$ cat src/rtl/mem_arbiter_fsm_if.sv
// mem_arbiter_fsm_if: core request ports, memory port and responses between environment and arbiter
interface mem_arbiter_fsm_if;
  logic        imem_req;
  logic [31:0] imem_addr;
  logic        imem_ready;
  logic [31:0] imem_data_out;
  logic        ien_mem_re;
  logic        ien_mem_wr;
  logic [31:0] dmem_addr;
  logic [31:0] dmem_wdata;
  logic        dmem_ready;
  logic [31:0] dmem_data_out;
  logic [31:0] mem_addr;
  logic [31:0] mem_wdata;
  logic        oen_mem_re;
  logic        oen_mem_wr;
  logic        mem_ready;
  logic [31:0] data_out;
  logic        mem_err;
  modport master (
    output imem_req, imem_addr, ien_mem_re, ien_mem_wr, dmem_addr, dmem_wdata, mem_ready, data_out,
    input  imem_ready, imem_data_out, dmem_ready, dmem_data_out, mem_addr, mem_wdata, oen_mem_re,
           oen_mem_wr, mem_err
  );
  modport slave (
    input  imem_req, imem_addr, ien_mem_re, ien_mem_wr, dmem_addr, dmem_wdata, mem_ready, data_out,
    output imem_ready, imem_data_out, dmem_ready, dmem_data_out, mem_addr, mem_wdata, oen_mem_re,
           oen_mem_wr, mem_err
  );
endinterface

$ cat src/rtl/mem_arbiter_fsm.sv
// mem_arbiter_fsm: shares one main-memory port between fetch and load/store, dmem first with starvation guard
module mem_arbiter_fsm #(
  parameter int STARVE_LIMIT   = 4,
  parameter int TIMEOUT_CYCLES = 64,
  parameter int CNT_W          = 7
) (
  input logic              clk,
  input logic              rst,
  mem_arbiter_fsm_if.slave io_bus
);
  localparam int SW = $clog2(STARVE_LIMIT + 2);
  typedef enum logic [1:0] {IDLE, SERVE_D, SERVE_I, RESP} state_t;
  state_t            r_state, w_state_nxt;
  logic [31:0]       r_addr, r_wdata, r_data;
  logic              r_re, r_wr, r_win_i, r_abort;
  logic [CNT_W-1:0]  r_cnt, w_cnt_inc;
  logic [SW-1:0]     r_starve;
  logic              w_force_i, w_grant_d, w_grant_i, w_serve, w_timeout, w_resp;
  always_comb begin
    w_force_i   = io_bus.imem_req && STARVE_LIMIT != 0 && r_starve == SW'(STARVE_LIMIT);
    w_grant_d   = r_state == IDLE && (io_bus.ien_mem_re || io_bus.ien_mem_wr) && !w_force_i;
    w_grant_i   = r_state == IDLE && !w_grant_d && io_bus.imem_req;
    w_serve     = r_state == SERVE_D || r_state == SERVE_I;
    w_cnt_inc   = r_cnt + 1'b1;
    w_timeout   = TIMEOUT_CYCLES != 0 && w_cnt_inc == CNT_W'(TIMEOUT_CYCLES);
    w_state_nxt = w_grant_d ? SERVE_D :
                  w_grant_i ? SERVE_I :
                  (w_serve && (io_bus.mem_ready || w_timeout)) ? RESP :
                  r_state == RESP ? IDLE : r_state;
  end
  always_ff @(posedge clk) begin
    if (rst) begin
      r_state  <= IDLE;
      r_addr   <= '0;
      r_wdata  <= '0;
      r_data   <= '0;
      r_re     <= 1'b0;
      r_wr     <= 1'b0;
      r_win_i  <= 1'b0;
      r_abort  <= 1'b0;
      r_cnt    <= '0;
      r_starve <= '0;
    end else begin
      r_state <= w_state_nxt;
      if (w_grant_d || w_grant_i) begin
        r_addr  <= w_grant_d ? io_bus.dmem_addr : io_bus.imem_addr;
        r_wdata <= w_grant_d ? io_bus.dmem_wdata : '0;
        r_wr    <= w_grant_d && io_bus.ien_mem_wr;
        r_re    <= w_grant_i || !io_bus.ien_mem_wr;
        r_win_i <= w_grant_i;
        r_abort <= 1'b0;
        r_cnt   <= '0;
      end
      if (w_serve) r_cnt <= w_cnt_inc;
      // mem_ready takes precedence over a coincident timeout
      if (w_serve && (io_bus.mem_ready || w_timeout)) begin
        r_data  <= (io_bus.mem_ready && r_re) ? io_bus.data_out : '0;
        r_abort <= !io_bus.mem_ready;
        r_re    <= 1'b0;
        r_wr    <= 1'b0;
      end
      if (w_grant_i) r_starve <= '0;
      else if (w_grant_d && io_bus.imem_req && r_starve != SW'(STARVE_LIMIT)) r_starve <= r_starve + 1'b1;
    end
  end
  assign w_resp               = r_state == RESP;
  assign io_bus.imem_ready    = w_resp && r_win_i;
  assign io_bus.dmem_ready    = w_resp && !r_win_i;
  assign io_bus.imem_data_out = io_bus.imem_ready ? r_data : '0;
  assign io_bus.dmem_data_out = io_bus.dmem_ready ? r_data : '0;
  assign io_bus.mem_err       = w_resp && r_abort;
  assign io_bus.mem_addr      = r_addr;
  assign io_bus.mem_wdata     = r_wdata;
  assign io_bus.oen_mem_re    = r_re;
  assign io_bus.oen_mem_wr    = r_wr;
endmodule

$ cat src/flat_wrapper.sv
// flat-port wrapper written by rule: the top's interface ports become plain ports
module mem_arbiter_fsm_flat 
#(
  parameter int STARVE_LIMIT   = 4,
  parameter int TIMEOUT_CYCLES = 64,
  parameter int CNT_W          = 7
)
  (clk, rst, io_bus_imem_req, io_bus_imem_addr, io_bus_ien_mem_re, io_bus_ien_mem_wr, io_bus_dmem_addr, io_bus_dmem_wdata, io_bus_mem_ready, io_bus_data_out, io_bus_imem_ready, io_bus_imem_data_out, io_bus_dmem_ready, io_bus_dmem_data_out, io_bus_mem_addr, io_bus_mem_wdata, io_bus_oen_mem_re, io_bus_oen_mem_wr, io_bus_mem_err);
  mem_arbiter_fsm_if io_bus_i ();
  input logic clk;
  input logic rst;
  input wire logic [$bits(io_bus_i.imem_req)-1:0] io_bus_imem_req;
  input wire logic [$bits(io_bus_i.imem_addr)-1:0] io_bus_imem_addr;
  input wire logic [$bits(io_bus_i.ien_mem_re)-1:0] io_bus_ien_mem_re;
  input wire logic [$bits(io_bus_i.ien_mem_wr)-1:0] io_bus_ien_mem_wr;
  input wire logic [$bits(io_bus_i.dmem_addr)-1:0] io_bus_dmem_addr;
  input wire logic [$bits(io_bus_i.dmem_wdata)-1:0] io_bus_dmem_wdata;
  input wire logic [$bits(io_bus_i.mem_ready)-1:0] io_bus_mem_ready;
  input wire logic [$bits(io_bus_i.data_out)-1:0] io_bus_data_out;
  output wire logic [$bits(io_bus_i.imem_ready)-1:0] io_bus_imem_ready;
  output wire logic [$bits(io_bus_i.imem_data_out)-1:0] io_bus_imem_data_out;
  output wire logic [$bits(io_bus_i.dmem_ready)-1:0] io_bus_dmem_ready;
  output wire logic [$bits(io_bus_i.dmem_data_out)-1:0] io_bus_dmem_data_out;
  output wire logic [$bits(io_bus_i.mem_addr)-1:0] io_bus_mem_addr;
  output wire logic [$bits(io_bus_i.mem_wdata)-1:0] io_bus_mem_wdata;
  output wire logic [$bits(io_bus_i.oen_mem_re)-1:0] io_bus_oen_mem_re;
  output wire logic [$bits(io_bus_i.oen_mem_wr)-1:0] io_bus_oen_mem_wr;
  output wire logic [$bits(io_bus_i.mem_err)-1:0] io_bus_mem_err;
  assign io_bus_i.imem_req = io_bus_imem_req;
  assign io_bus_i.imem_addr = io_bus_imem_addr;
  assign io_bus_i.ien_mem_re = io_bus_ien_mem_re;
  assign io_bus_i.ien_mem_wr = io_bus_ien_mem_wr;
  assign io_bus_i.dmem_addr = io_bus_dmem_addr;
  assign io_bus_i.dmem_wdata = io_bus_dmem_wdata;
  assign io_bus_i.mem_ready = io_bus_mem_ready;
  assign io_bus_i.data_out = io_bus_data_out;
  assign io_bus_imem_ready = io_bus_i.imem_ready;
  assign io_bus_imem_data_out = io_bus_i.imem_data_out;
  assign io_bus_dmem_ready = io_bus_i.dmem_ready;
  assign io_bus_dmem_data_out = io_bus_i.dmem_data_out;
  assign io_bus_mem_addr = io_bus_i.mem_addr;
  assign io_bus_mem_wdata = io_bus_i.mem_wdata;
  assign io_bus_oen_mem_re = io_bus_i.oen_mem_re;
  assign io_bus_oen_mem_wr = io_bus_i.oen_mem_wr;
  assign io_bus_mem_err = io_bus_i.mem_err;
  mem_arbiter_fsm #(.STARVE_LIMIT(STARVE_LIMIT), .TIMEOUT_CYCLES(TIMEOUT_CYCLES), .CNT_W(CNT_W)) u_core (.clk(clk), .rst(rst), .io_bus(io_bus_i));
endmodule
$ cat config.mk
export PLATFORM = sky130hd
export DESIGN_NAME = mem_arbiter_fsm_flat
export DESIGN_NICKNAME = d
export VERILOG_FILES = /design/src/rtl/mem_arbiter_fsm_if.sv /design/src/rtl/mem_arbiter_fsm.sv /design/src/flat_wrapper.sv
export SDC_FILE = /design/constraint.sdc
export NUM_CORES = 1
export LEC_CHECK = 0
export ABC_AREA = 1
export CORE_UTILIZATION = 42
export CTS_CLUSTER_DIAMETER = 60
export CTS_CLUSTER_SIZE = 16
export DETAILED_ROUTE_END_ITERATION = 12
export PLACE_DENSITY = 0.91
export SYNTH_ARGS = -nofsm -noshare
export SYNTH_HDL_FRONTEND = slang
export SYNTH_SLANG_ARGS = --single-unit
$ cat constraint.sdc
create_clock -name clk -period 2.46 [get_ports clk]
set_input_delay 0.246 -clock clk [delete_from_list [all_inputs] [get_ports clk]]
set_output_delay 0.246 -clock clk [all_outputs]
set_load 0.01 [all_outputs]
==> load_flow_metrics.sql, run 1 <==
INSERT INTO impl_metrics (metric_group, metric, value, unit) VALUES
('logic_synthesis', 'synth_nets', '821', ''),
('logic_synthesis', 'postSynthCellCount', '682', ''),
('routing', 'route.detailed.drc', '0', ''),
('clock_tree', 'cts_buffers', '9', ''),
('setup_path', 'ff2ff_setup_slack', '0.48', 'ns'),
('global_routing', 'overall_global_routing_resource_usage', '0.249', ''),
('sta', 'hold-worst-slack', '0.431', 'ns'),
('floorplanning', 'floorplan.rows', '38', ''),
('floorplanning', 'die_height', '109', 'um'),
('clock_tree', 'worst_skew_pair_later_pin_latency', '0.35', 'ns'),
('global_routing', 'globalRoute.busiestLayer', 'met2', ''),
('worst_hold_path', 'whs_endpoint', 'u_core.r_data[26]', ''),
('sta', 'finalMaxSlewViolations', '0', ''),
('job', 'maxCapViolCount', '0', ''),
('global_routing', 'grt.overflow.total', '0', ''),
('setup_path', 'arrival', '1.93', 'ns'),
('placement', 'hpwlAfterDp', '10500', 'um'),
('placement', 'pre_cts_slack', '0.210', 'ns'),
('setup_path', 'worst-path-max-fanout', '33', ''),
('routing', 'drt.antenna.violating_nets', '0', ''),
('clock_tree', 'clock_tree_from_tritoncts', 'done', ''),
('logic_synthesis', 'syn-mean-instance-area', '7.07', 'sq um'),
('logic_synthesis', 'async_flop_share', '0', ''),
('global_routing', 'grtUsageMet1', '0.269', ''),
('sta', 'rsz_0062_raised_after_global_routing', 'no', ''),
('floorplanning', 'initial_core_util', '0.437', ''),
('setup_path', 'criticalPathCategory', 'reg2out', ''),
('sta', 'fin_ws', '0.288', 'ns'),
('sta', 'setup_tns', '0', 'ns'),
('logic_synthesis', 'synth_top_cells_by_count', 'nand2_1 (225), dfxtp_1 (112), nor2_1 (74), inv_1 (50), a21oi_1 (44)', ''),
('logic_synthesis', 'count_of_yosys_warnings_during_synthesis', '0', ''),
('floorplanning', 'pin_count', '267', ''),
('setup_path', 'r2r_cells', '9', ''),
('placement', 'io_buffers', '266', ''),
('logic_synthesis', 'leading_cell_type_by_number_of_instances_after_synthesis', 'nand2_1', ''),
('clock_tree', 'clkTransAtPathRegs', '0.09', 'ns'),
('sta', 'timing.final.setup_violations', '0', ''),
('global_routing', 'grtUsageMet3', '0.0783', ''),
('global_routing', 'first_global_vias', '4814', ''),
('routing', 'drt-total-wl', '14800', 'um'),
('logic_synthesis', 'synth-edff-count', '0', ''),
('setup_path', 'crit_path_top_delay_cell', 'clkdlybuf4s50_1', ''),
('logic_synthesis', 'synth-main-ff-cell', 'dfxtp_1', ''),
('clock_tree', 'h-tree-depth', '3', ''),
('worst_hold_path', 'min-delay-path-class', 'in2reg', ''),
('routing', 'drt_first_iter_violations', '265', ''),
('power', 'peakVddDrop', '0.433', 'mV'),
('placement', 'gp_routability_congestion', '0.793', ''),
('worst_hold_path', 'min_path_cells', '3', ''),
('floorplanning', 'floorplan.die_area', '11900', 'sq um'),
('logic_synthesis', 'synth_seq_area_share', '0.465', ''),
('outcome', 'run_status', 'completed', ''),
('sta', 'timing.slew.headroom', '0.696', ''),
('routing', 'vias_after_detailed_routing', '5289', ''),
('global_routing', 'grt_pass1_wl', '22900', 'um'),
('global_routing', 'grt_start_max_net_pins', '70', ''),
('floorplanning', 'floorplan.die.width', '109', 'um'),
('setup_path', 'critPathRequiredTime', '2.21', 'ns'),
('layout', 'finalNetCount', '1065', ''),
('layout', 'n_antenna_cell', '0', ''),
('logic_synthesis', 'netlist_area_before_placement', '4820', 'sq um'),
('logic_synthesis', 'synth_area_leader', 'dfxtp_1', ''),
('global_routing', 'antenna_violations_before_repair', '0', ''),
('setup_path', 'slowest_delay', '0.55', 'ns'),
('routing', 'viasPerCell', '4.94', ''),
('logic_synthesis', 'synth_cell_types', '29', ''),
('setup_path', 'reg2reg_to', 'u_core.io_bus.mem_wdata[27]', ''),
('global_routing', 'grtUsageMet2', '0.440', ''),
('power', 'total_leakage_power', '3.60', 'nW'),
('clock_tree', 'cts_num_sinks', '112', ''),
('clock_tree', 'ctsRootBufferMaster', 'clkbuf_16', '');
## layout make-up
type / count / area, sq um
sequential: 112 / 2240
clock buffer: 9 / 225
inverter: 52 / 199
multi-input combinational: 474 / 2180
fill: 811 / 3080
clock inverter: 7 / 73.8
timing repair inverter: 1 / 7.51
tap: 140 / 175
timing repair buffer: 276 / 2850
## registers in the layout (all words and copies together), names as in the netlist
name / flops
u_core.io_bus.mem_addr: 32
u_core.io_bus.mem_wdata: 32
u_core.io_bus.oen_mem_re: 1
u_core.io_bus.oen_mem_wr: 1
u_core.r_abort: 1
u_core.r_cnt: 7
u_core.r_data: 32
u_core.r_starve: 3
u_core.r_state: 2
u_core.r_win_i: 1
## power breakdown
group | total (W) | switching, W | internal (W)
clock network | 0.00145 | 0.000729 | 0.000720
logic | 0.00193 | 0.00103 | 0.000900
registers | 0.00227 | 0.000161 | 0.00211
## cell families after synthesis
logic type | Yosys count | synth area share
AND/OR/NAND/NOR | 349 | 0.297
adder cells (fa/ha/maj) | 5 | 0.0130
flip-flops | 112 | 0.465
buffers and inverters | 96 | 0.0862
XOR/XNOR | 1 | 0.00182
AO/OA/AOI/OAI | 119 | 0.137
## layout by cell type, fill, tap and decap left out, types with 2 or more instances in the layout
cell               n
dlymetal6s2s_1    30
clkbuf_16          9
nand2_2            4
a31oi_1           33
nand2_1          225
nor2_1            73
clkdlybuf4s50_1  234
clkinvlp_4         4
dfxtp_1          110
dlygate4sd2_1      2
dfxtp_2            2
a21oi_2            3
nand3_2            7
o21ai_0           36
inv_1             48
inv_2              2
buf_4              7
ha_1               4
nor2_4             2
a21oi_1           44
buf_12             3
inv_8              3
nand3_1           33
## through the flow
| step | instance area, sq um | util | power (W) | std cells |
|---|---|---|---|---|
| finish | 7950 | 0.721 | 0.00565 | 1071 |
| floorplan | 4820 | - | 0.00331 | 682 |
| global placement | 7540 | 0.684 | 0.00419 | 1052 |
| CTS | 7870 | 0.714 | 0.00569 | 1071 |
| global route | 7950 | 0.721 | 0.00599 | 1071 |
| detailed placement | 7540 | 0.684 | 0.00422 | 1052 |
## timing repair
action | 4_1_cts | 5_1_grt
setup endpoints to repair | 32 | 30
buffers inserted | 2 | 0
cloned | 1 | 0
gates resized for setup | 7 | 32
hold buffers | 0 | 0
## worst max path at each step
stage               slack, ns                    endpoint               from  cells after the start
floorplan                0.94  u_core.io_bus.mem_addr[13]  u_core.r_state[0]                      9
global placement         0.33    io_bus_dmem_data_out[10]  u_core.r_state[0]                      6
detailed placement       0.21    io_bus_dmem_data_out[13]  u_core.r_state[0]                      6
CTS                     0.007    io_bus_dmem_data_out[24]  u_core.r_state[1]                      7
global route             0.18    io_bus_imem_data_out[15]  u_core.r_state[0]                      5
finish                   0.29    io_bus_imem_data_out[12]  u_core.r_state[1]                      5
## layer usage
| layer | vias up | part of all wire |
|---|---|---|
| met2 | 234 | 0.49 |
| met3 | 32 | 0.095 |
| met4 | 0 | 0.028 |
| met1 | 2371 | 0.39 |
| met5 | - | 0 |
| li1 | 2652 | - |
## critical path, delay by kind of cell (launching register included)
kind,cells,cell delay [ns]
DFF,1,0.36
and+or+nand+nor,2,0.22
buffers and inverters,2,0.79
adders and majority gates,1,0.20
No activity file was read; power rests on OpenSTA's default activity.
==> run 2, diff against run 1 <==
CORE_AREA = 2 2 104 106   (was unset)
CORE_UTILIZATION = unset   (was 42)
DIE_AREA = 0 0 106 108   (was unset)
DONT_BUFFER_PORTS = 1   (was unset)
PLACE_DENSITY = 0.67   (was 0.91)
==> load_flow_metrics.sql, run 2 (synthesis gave the netlist of run 1 again) <==
INSERT INTO impl_metrics (metric_group, metric, value, unit) VALUES
('worst_hold_path', 'min-delay-path-class', 'in2reg', ''),
('floorplanning', 'pin_count', '267', ''),
('setup_path', 'critPathRequiredTime', '2.21', 'ns'),
('floorplanning', 'placeableCoreArea', '10200', 'sq um'),
('clock_tree', 'ctsRootBufferMaster', 'clkbuf_8', ''),
('floorplanning', 'floorplan.rows', '37', ''),
('layout', 'area_growth_syn_to_layout', '12.5', '%'),
('sta', 'timing.slew.headroom', '0.495', ''),
('global_routing', 'grtUsageMet2', '0.356', ''),
('global_routing', 'grt_start_max_net_pins', '65', ''),
('global_routing', 'first_global_vias', '3953', ''),
('routing', 'vias_after_detailed_routing', '4393', ''),
('global_routing', 'overall_global_routing_resource_usage', '0.207', ''),
('sta', 'worst_slew_pin_slew', '0.756', 'ns'),
('clock_tree', 'clock_tree_from_tritoncts', 'done', ''),
('placement', 'dpl_cell_area', '4850', 'sq um'),
('placement', 'gp_routability_congestion', '0.799', ''),
('routing', 'drt-total-wl', '12400', 'um'),
('power', 'power-per-cell-area', '863', 'nW/um^2'),
('setup_path', 'worst-path-max-fanout', '16', ''),
('clock_tree', 'h-tree-depth', '3', ''),
('power', 'total_leakage_power', '2.13', 'nW'),
('placement', 'pre_cts_slack', '0.522', 'ns'),
('routing', 'drt.antenna.violating_nets', '0', ''),
('setup_path', 'criticalPathCategory', 'reg2out', ''),
('routing', 'detail_route.first_pass.iterations', '4', ''),
('setup_path', 'timing.critical_path.to_type', 'output port', ''),
('routing', 'routed_wire_length_per_instance', '14.9', 'um'),
('layout', 'finalNetCount', '832', ''),
('placement', 'io_buffers', '0', ''),
('routing', 'route.detailed.drc', '0', ''),
('floorplanning', 'floorplan.die.width', '106', 'um'),
('routing', 'drt_first_iter_violations', '312', ''),
('clock_tree', 'cts_buffers', '9', ''),
('sta', 'report.final.hold_viol_count', '0', ''),
('placement', 'hpwlAfterDp', '8350', 'um'),
('setup_path', 'arrival', '2.07', 'ns'),
('layout', 'n_antenna_cell', '0', ''),
('sta', 'setup_tns', '0', 'ns'),
('sta', 'fin_ws', '0.146', 'ns'),
('floorplanning', 'die_height', '108', 'um'),
('global_routing', 'grtUsageMet3', '0.0693', ''),
('clock_tree', 'cts_buffer_depth', '2', ''),
('placement', 'total_placed_cells_including_tap_cells', '782', ''),
('layout', 'final_cells', '833', ''),
('sta', 'finalClockSkew', '0.0115', 'ns'),
('sta', 'final_period_minus_worst_setup_slack', '2.31', 'ns'),
('clock_tree', 'clkTransAtPathRegs', '0.10', 'ns'),
('routing', 'viasPerCell', '5.27', ''),
('sta', 'finalMaxSlewViolations', '0', ''),
('power', 'peakVddDrop', '0.364', 'mV'),
('sta', 'fmax', '0.432', 'GHz'),
('clock_tree', 'cts_num_sinks', '112', ''),
('layout', 'mostFrequentLayoutCell', 'nand2_1', ''),
('sta', 'min_period_over_period', '0.941', ''),
('global_routing', 'grt_pass1_wl', '19000', 'um'),
('floorplanning', 'floorplan.die_area', '11400', 'sq um'),
('outcome', 'run_status', 'completed', ''),
('layout', 'final_design_area_no_fill', '5420', 'sq um'),
('layout', 'share_of_post_route_cells_with_drive_strength_above_1', '0.0660', ''),
('layout', 'layout.cells.most_common_list', 'nand2_1 (225), dfxtp_1 (112), nor2_1 (73)', ''),
('sta', 'timing.final.setup_violations', '0', ''),
('global_routing', 'globalRoute.busiestLayer', 'met2', ''),
('floorplanning', 'initial_core_util', '0.471', ''),
('job', 'maxCapViolCount', '0', ''),
('global_routing', 'grt.overflow.total', '0', ''),
('setup_path', 'crit_path_start_kind', 'flip-flop', ''),
('global_routing', 'grtUsageMet1', '0.235', ''),
('clock_tree', 'worst_skew_pair_later_pin_latency', '0.36', 'ns'),
('global_routing', 'antenna_violations_before_repair', '0', '');
[run 2: cell count changes in the layout (fill, tap and decap cells not counted), moves of 2 or more]
cell | previous run | this run
dfxtp_2 | 2 | 0
dfxtp_1 | 110 | 112
clkbuf_1 | 0 | 3
clkdlybuf4s50_1 | 234 | 0
clkbuf_8 | 0 | 9
inv_8 | 3 | 0
dlygate4sd3_1 | 0 | 33
bufinv_16 | 0 | 2
dlymetal6s2s_1 | 30 | 0
dlygate4sd2_1 | 2 | 0
clkbuf_16 | 9 | 0
[run 2: path summary, 6_finish.rpt]
check / endpoint / startpoint / slack, ns / depth (start not counted)
setup / recovery: io_bus_dmem_data_out[19] / u_core.r_state[0] / 0.15 / 5
hold / removal: u_core.r_data[20] / io_bus_data_out[20] / 0.02 / 2
setup reg to reg: u_core.io_bus.mem_addr[9] / u_core.r_state[0] / 0.55 / 8
hold reg to reg: u_core.r_data[24] / u_core.r_data[24] / 0.46 / 2
[run 2: area by class of cell]
cell class,instances,area (sq um)
fill,959,4810
sequential,112,2240
multi-input combinational,474,2170
timing repair buffer,43,430
inverter,52,199
tap,136,170
clock buffer,12,135
clock inverter,3,67.6
timing repair inverter,1,7.51
[run 2: critical path, cell delays in order (launching register included)]
cell and delay [ns]:
dfxtp_1 0.37, ha_1 0.19, inv_1 0.08, nor2_2 0.34
clkinvlp_4 0.42, nor2_1 0.30
[run 2: stage by stage]
step                hold slack (ns)  utilization  power [W]
global placement              0.334        0.474    0.00347
floorplan                     0.356            -    0.00331
CTS                         0.00428        0.526    0.00471
global route                0.00119        0.530    0.00498
detailed placement            0.338        0.474    0.00351
finish                       0.0201        0.530    0.00468
[run 2: repair_timing]
action,in CTS,in global routing
endpoints found under the hold margin,68,2
hold buffers,32,2
buffers inserted,0,1
gates resized for setup,0,3
setup endpoints to repair,0,32
[run 2: layer usage]
| metal | vias up | share of wire |
|---|---|---|
| li1 | 2190 | - |
| met1 | 1989 | 0.41 |
| met2 | 190 | 0.49 |
| met3 | 24 | 0.086 |
| met4 | 0 | 0.020 |
| met5 | - | 0 |
[run 2: report_power, final]
group / leakage [nW] / total [W] / internal (W) / switching, W
sequential: 0.919 / 0.00243 / 0.00211 / 0.000319
clock: 0.0967 / 0.00115 / 0.000571 / 0.000575
combinational: 1.12 / 0.00110 / 0.000356 / 0.000746
